[src/rtl/approx_div_12_6_seq.sv]
// Sequential restoring divider: DW-bit dividend by VW-bit divisor,
// one quotient bit per clock under a start/done handshake.
module approx_div_12_6_seq #(
    parameter int DW = 12,
    parameter int VW = 6
) (
    input  logic          clk,
    input  logic          rst,
    input  logic          start,
    input  logic [DW-1:0] dividend,
    input  logic [VW-1:0] divisor,
    output logic          busy,
    output logic          done,
    output logic [DW-1:0] quotient,
    output logic [VW-1:0] remainder,
    output logic          dz,
    output logic          ovf
);

    localparam int CW = $clog2(DW);

    typedef enum logic [1:0] {
        IDLE,
        DIV,
        DONE
    } state_t;

    state_t        state;
    state_t        state_nx;
    logic [DW-1:0] q;
    logic [VW-1:0] d;
    logic [VW-1:0] r;
    logic [CW-1:0] cnt;

    logic [VW:0]   r_sh;
    logic [VW-1:0] r_diff;
    logic [VW-1:0] r_new;
    logic          ge;
    logic [DW-1:0] q_new;
    logic          last;
    logic          d_zero;

    // Remainder stays below D, so only the shifted value needs the extra bit;
    // when ge holds, the true difference fits in VW bits.
    always_comb begin
        r_sh   = {r, q[DW-1]};
        ge     = (r_sh >= {1'b0, d});
        r_diff = r_sh[VW-1:0] - d;
        r_new  = ge ? r_diff : r_sh[VW-1:0];
        q_new  = {q[DW-2:0], ge};
        last   = (cnt == CW'(DW - 1));
        d_zero = (d == '0);
    end

    always_comb begin
        state_nx = state;
        busy     = 1'b0;
        done     = 1'b0;
        unique case (state)
            IDLE: begin
                if (start) state_nx = DIV;
            end
            DIV: begin
                busy = 1'b1;
                if (last) state_nx = DONE;
            end
            DONE: begin
                busy     = 1'b1;
                done     = 1'b1;
                state_nx = IDLE;
            end
            default: state_nx = IDLE;
        endcase
    end

    always_ff @(posedge clk) begin
        if (rst) begin
            state     <= IDLE;
            q         <= '0;
            d         <= '0;
            r         <= '0;
            cnt       <= '0;
            quotient  <= '0;
            remainder <= '0;
            dz        <= 1'b0;
            ovf       <= 1'b0;
        end else begin
            state <= state_nx;
            unique case (state)
                IDLE: begin
                    if (start) begin
                        q   <= dividend;
                        d   <= divisor;
                        r   <= '0;
                        cnt <= '0;
                    end
                end
                DIV: begin
                    q   <= q_new;
                    r   <= r_new;
                    cnt <= cnt + 1'b1;
                    // Publish results on the edge that enters DONE
                    if (last) begin
                        quotient  <= d_zero ? '1 : q_new;
                        remainder <= d_zero ? '0 : r_new;
                        dz        <= d_zero;
                        ovf       <= d_zero | (|q_new[DW-1:VW]);
                    end
                end
                default: ;
            endcase
        end
    end

endmodule
[config.mk]
export PLATFORM = sky130hd
export DESIGN_NAME = approx_div_12_6_seq
export DESIGN_NICKNAME = d
export VERILOG_FILES = /design/src/rtl/approx_div_12_6_seq.sv
export SDC_FILE = /design/constraint.sdc
export NUM_CORES = 1
export LEC_CHECK = 0
export CAP_MARGIN = 10
export CORE_AREA = 4 4 98 100
export DETAILED_ROUTE_END_ITERATION = 7
export DIE_AREA = 0 0 102 104
export GPL_TIMING_DRIVEN = 0
export PLACE_DENSITY = 0.54
export SLEW_MARGIN = 10
export SYNTH_ARGS = -nofsm -noshare
export SYNTH_HDL_FRONTEND = slang
export SYNTH_SLANG_ARGS = --single-unit
[constraint.sdc]
create_clock -name clk -period 3.5 [get_ports clk]
set_input_delay 0.35 -clock clk [delete_from_list [all_inputs] [get_ports clk]]
set_output_delay 0.35 -clock clk [all_outputs]
set_load 0.1 [all_outputs]
==> summary.md <==
| Metric | Value |
|---|---|
| Outcome | finished clean |
| Endpoint kind of the worst setup timing path | output port |
| Most frequent cells in the layout | dfxtp_1, nor2_1, clkdlybuf4s50_1 |
| Number of placed instances with taps included | 449 |
| Drt drc | 0 |
| Unique masters post-synth | 50 |
| Total of fill cells in the finished design | 917 |
| Slack of the worst reg-to-reg path | 1550 ps |
| IR drop worst, VDD | 161 uV |
| Reg2Reg Capture Point | r[0] |
| Area share of the largest cell type after synthesis | 38.8% |
| Accumulated negative setup slack | 0 ps |
| Number of enable flip-flop cells after synthesis | 0 |
| Static leakage | 1.22 nW |
| Number of pins exceeding their max-slew limit in the final report | 0 |
| Sequential fraction of design power | 47.6% |
| Final standard cell count with taps included and fillers excluded | 457 |
| Clock power share | 30.5% |
| Hold Crit Endpoint | remainder[1] |
| Detail-routed net length per standard cell | 13.5 um |
| Skew-Pair Late Insertion Delay | 300 ps |
| Congestion Overflow GR | 0 |
| Number of inserted diodes | 0 |
| Most used flip-flop cell after synthesis | dfxtp_1 |
| Crit start category | flip-flop |
| Synth area leaders | dfxtp_1, nor2_1, nor3_2, ha_1, a2111oi_1 |
| Worst Path Arrival | 2120 ps |
| Number of nets in the final layout | 381 |
| Post-synthesis sequential element count | 50 |
| Area used by multi-input combinational logic | 1430 sq um |
| TritonCTS buffer count | 5 |
| Relative slew margins | 35.3% |
| Via/cell ratio | 4.84 |
| Area enclosed by the die boundary | 10600 sq um |
| Internal Pwr Total | 0.000931 W |
| Yosys warnings | 0 |
| Relative area change from synthesis to final layout | 25.0% |
| Deepest level of the CTS H-tree | 2 |
| Overall routing resource usage | 12.3% |
| Routed WL | 6.18 mm |
| CTS max path bufs | 2 |
| Avg Inst Size Synth | 8.57 sq um |
| Maximum frequency from static timing analysis | 0.405 GHz |
| Floorplan row count | 34 |
| Yosys top cell by area | dfxtp_1 |
| Setup bufs post-CTS | 0 |
| Syn_nets | 334 |
| Critical path class | flip-flop to output port |
| TritonRoute pass-1 iters | 4 |
| Total of cells resized after clock tree synthesis | 0 |
| Number of antenna violations at the first check in global routing | 0 |
| CTS sink cnt | 50 |
| Initial core utilization | 29.7% |
| Overall via count from detail_route | 2212 |
| DR iter-0 viols | 71 |
| Sequential area share after synthesis | 38.8% |
| Fraction of registers with async set or reset after synthesis | 0% |
| DP Wirelength | 4.72 mm |
| Total area of sequential cells | 1000 sq um |
| Unrepaired setup endpoints after global routing | no |
| Maxcap violations | 0 |
| Total of buffers placed on input and output ports | 40 |
| CTS root buf | clkbuf_8 |
| Final estimated routing congestion in global placement | 0.801 |
| Combinational fraction of design power | 21.9% |
| Final number of setup-violating endpoints | 0 |
| Final hold violations | 0 |
| Period utilization | 70.6% |
| Hold bufs inserted after CTS | 0 |
| Number of cells on the worst reg-to-reg path | 7 |
| Die boundary height | 104 um |
| Maximum number of pins on one net before global-route repair | 16 |
| Min-delay worst type | flip-flop to flip-flop |
| CP required | 3150 ps |
| Width of the die | 102 um |
| CTS tree | done |
| Actual transition at the worst max-transition pin | 968 ps |
| Clock skew after layout | 13.9 ps |
| Share of cells above drive strength 1 | 12.3% |
| First-pass GRT wire length | 10.7 mm |
| Core Area | 8680 sq um |
| Tmin final | 2470 ps |
| Number of cells on the worst hold path | 2 |
| # IOs | 43 |
| Most common cell after layout, fill and taps aside | dfxtp_1 |
| Net switching power | 0.000395 W |
| Summed instance area of the synthesized netlist | 2580 sq um |
| Vias in the first global route | 2207 |
| Reg2Reg Launch Point | d[2] |
| Hold Path Origin | remainder[1] |
| Worst-path fanout max | 3 |
| Mapped Cells | 301 |
| Net Sw Frac | 29.8% |
| Number of nets with antenna violations after detailed routing | 0 |
| Pwr per Cell Area | 411 nW/um^2 |
| Clock slew at reported path FFs | 90 ps |
## power groups by stage
stage	clock [W]	combinational [W]	sequential (W)
global placement	0	0.000290	0.000644
detailed placement	0	0.000293	0.000644
global route	0.000446	0.000326	0.000636
floorplan	0	0.000221	0.000633
finish	0.000404	0.000291	0.000631
CTS	0.000420	0.000294	0.000631
## registers in the layout (all words and copies together), names as in the netlist
| signal | count |
|---|---|
| quotient | 12 |
| remainder | 6 |
| q | 12 |
| d | 6 |
| dz | 1 |
| ovf | 1 |
| cnt | 4 |
| state | 2 |
| r | 6 |
## per-layer routing
| metal | vias to the layer above | global-route usage [%] | part of all wire [%] |
|---|---|---|---|
| met4 | 0 | 3.47 | 1.1 |
| met1 | 1015 | 17.6 | 51 |
| met3 | 4 | 2.68 | 3.8 |
| met2 | 42 | 18.6 | 44 |
| met5 | - | 0 | 0 |
| li1 | 1151 | - | - |
## critical path, cell delays in order, from the launching register on
cell and delay, ps:
dfxtp_1 360, inv_1 70, ha_1 270, clkdlybuf4s50_1 1120
## synth_stat cells, drive strengths merged (3+ instances only)
master,count
a2111oi,11
inv,14
nor2,47
a21o,3
buf,12
ha,11
nand3,9
nor3,27
dfxtp,50
mux2i,7
nand2b,4
nand3b,10
a21oi,15
nand2,22
o21ai,24
clkbuf,7
## how the worst max path moves through the flow
stage / start / to / depth (start not counted)
2_1_floorplan: d[4] / remainder[0] / 7
3_3_place_gp: state[0] / busy / 3
3_5_place_dp: state[0] / busy / 3
4_1_cts: state[0] / busy / 3
5_1_grt: state[0] / busy / 3
6_report: state[0] / busy / 3
## cell type report
class	instances	area share, %
Multi-Input combinational cell	218	44.4
Sequential cell	50	31.0
Timing Repair Buffer	40	12.4
Tap cell	108	4.19
Buffer	19	2.91
Clock buffer	6	2.25
Inverter	14	1.63
Clock inverter	2	1.16
## through the flow
stage	hold WS (ps)	cell area, sq um	power (W)	utilization, %	setup WS [ps]
floorplan	437	2580	0.000853	-	1730
global placement	442	3120	0.000933	35.9	1340
detailed placement	451	3120	0.000937	35.9	1340
CTS	465	3230	0.00134	37.2	998
global route	475	3230	0.00141	37.2	927
finish	456	3230	0.00133	37.2	1030
## logic make-up after synthesis
logic type	count (synthesis)	synth area share, %
AO/OA/AOI/OAI	67	17.6
flip-flops	50	38.8
buffers and inverters	33	5.67
XOR/XNOR	3	1.02
adder cells (fa/ha/maj)	12	6.11
multiplexers	7	2.72
AND/OR/NAND/NOR	129	28.1
Power figures use the tool's default switching activity.
==> variant (config.mk and constraints unchanged) <==
Reset style: asynchronous (`rst`), changed in one clocked block.
--- a/src/rtl/approx_div_12_6_seq.sv
+++ b/src/rtl/approx_div_12_6_seq.sv
@@ -73,7 +73,7 @@
         endcase
     end
 
-    always_ff @(posedge clk) begin
+    always_ff @(posedge clk or posedge rst) begin
         if (rst) begin
             state     <= IDLE;
             q         <= '0;
Formal check against the unedited RTL: differs if rst is asserted again (counterexample within 4 cycles, from zero or initial values and one cycle with rst high); with rst held inactive, the same outputs for 10 cycles.
==> variant against the original RTL <==
- register-to-register slack worse by 30 ps
- sequential cell count stayed put
- critical path depth unchanged
- synthesized area down 0.19%
- wire length shrank 3.4%
- worst hold slack got worse by 96 ps
- maximum frequency shrank 2.8%
- count of clock-buffer cells in the layout stayed put
- design area is 0.78% higher
- worst setup slack worse by 71 ps
- non-clock buffer count shrank 4
Power is not compared: it rests on default switching activity, and its combinational part moved more than twofold at a synthesized area within 25%.
==> variant: results (changes against the original RTL) <==
[outcome]
status=finished, final reports clean

[synthesis]
synth_nets=280  ; -16%
synth_adder_area_share=0.0612  ; +0.000119
yosys-top-cells-area=dfrtp_1 (49%), ha_1 (5.3%), o21ai_0 (4.7%), o22a_1 (3.4%), a21oi_1 (3.3%)
async_reset_ff_frac=1.00  ; +1.00
yosysSeqAreaShare=0.486  ; +0.0979
yosysWarnings=0  ; unchanged
avgSynthCellArea_um2=10.4  ; +22%
synthFlopType=dfrtp_1
synth_xor_area_frac=0.00680  ; -0.00338
synth_mux_area_frac=0.0593  ; +0.0321
yosys-top-cells-count=dfrtp_1 (50), o21ai_0 (24), nand2_1 (21)

[cells_and_area]
n_fill_cell=894  ; -2.5%
drive_above_1_share=0.118  ; -0.00536
fin_cells=405  ; -11%
final_nets=329  ; -14%

[place]
gp_congestion=0.762  ; -4.8%
numPlacedInstances=397  ; -12%
numPortBuffers=41  ; +2.5%
dp_hpwl_um=4530  ; -3.9%
dp_slack_ps=1310  ; -25.1 ps
dpl_cell_area_um2=3140  ; +0.80%

[hold_path]
holdCritPathClass=input port to asynchronous set/reset pin

[sta]
finalClockSkew_ps=5.70  ; -8.19 ps
fmax_ghz=0.393  ; -2.8%
maxSlewHeadroom=0.348  ; -0.00445
finalHoldWorstSlack_ps=360  ; -95.6 ps

[detailed_routing]
drt_iter0_markers=60  ; -15%
wl_per_cell_um=14.7  ; +9.0%
vias=1980  ; -10%

[worst_setup_path]
r2r_setup_slack_ps=1520  ; -30 ps
crit_family=buffers and inverters
worst-endpoint-arrival_ps=2190  ; +70 ps

[global_route]
grt_max_degree=31  ; +15
grt_pass1_wl_um=9830  ; -7.9%
grt_usage=0.115  ; -0.00819

[clock_network]
cts_made_buffers=5  ; unchanged

## variant: layout make-up
cell class	count	share of cell area
Clock buffer	6	0.0223
Inverter	11	0.0127
Timing Repair Buffer	42	0.132
Multi-Input combinational cell	173	0.373
Buffer	13	0.0212
Tap cell	108	0.0416
Sequential cell	50	0.385
Clock inverter	2	0.0115
## variant: kinds of logic (layout without fill, tap and decap cells)
kind of cell | after synthesis | in the layout
AO/OA/AOI/OAI | 82 | 82
flip-flops | 50 | 50
buffers and inverters | 24 | 74
AND/OR/NAND/NOR | 63 | 63
multiplexers | 14 | 14
XOR/XNOR | 2 | 2
adder cells (fa/ha/maj) | 12 | 12
## variant: where the power goes
group / total [mW] / leakage (nW) / internal (mW) / switching [mW]
logic: 1.28 / 0.682 / 0.514 / 0.770
registers: 0.885 / 0.635 / 0.734 / 0.150
clock network: 0.413 / 0.0514 / 0.214 / 0.199
total: 2.58 / 1.37 / 1.46 / 1.12
## variant: worst paths after layout
check	from	end	depth (start not counted)
worst max-delay path	state[1]	busy	3
worst min-delay path	rst	quotient[3]	2
worst max register to register	r[3]	r[0]	6
worst min register to register	remainder[0]	remainder[0]	2
max in group asynchronous	rst	d[4]	3
min in group clk	start	q[9]	4
## variant: per-layer routing
| metal | share of wire | GRT usage | up-vias |
|---|---|---|---|
| met2 | 0.46 | 0.180 | 25 |
| met1 | 0.49 | 0.161 | 952 |
| li1 | - | - | 996 |
| met4 | 0.014 | 0.0366 | 0 |
| met3 | 0.032 | 0.0201 | 7 |
| met5 | 0 | 0 | - |
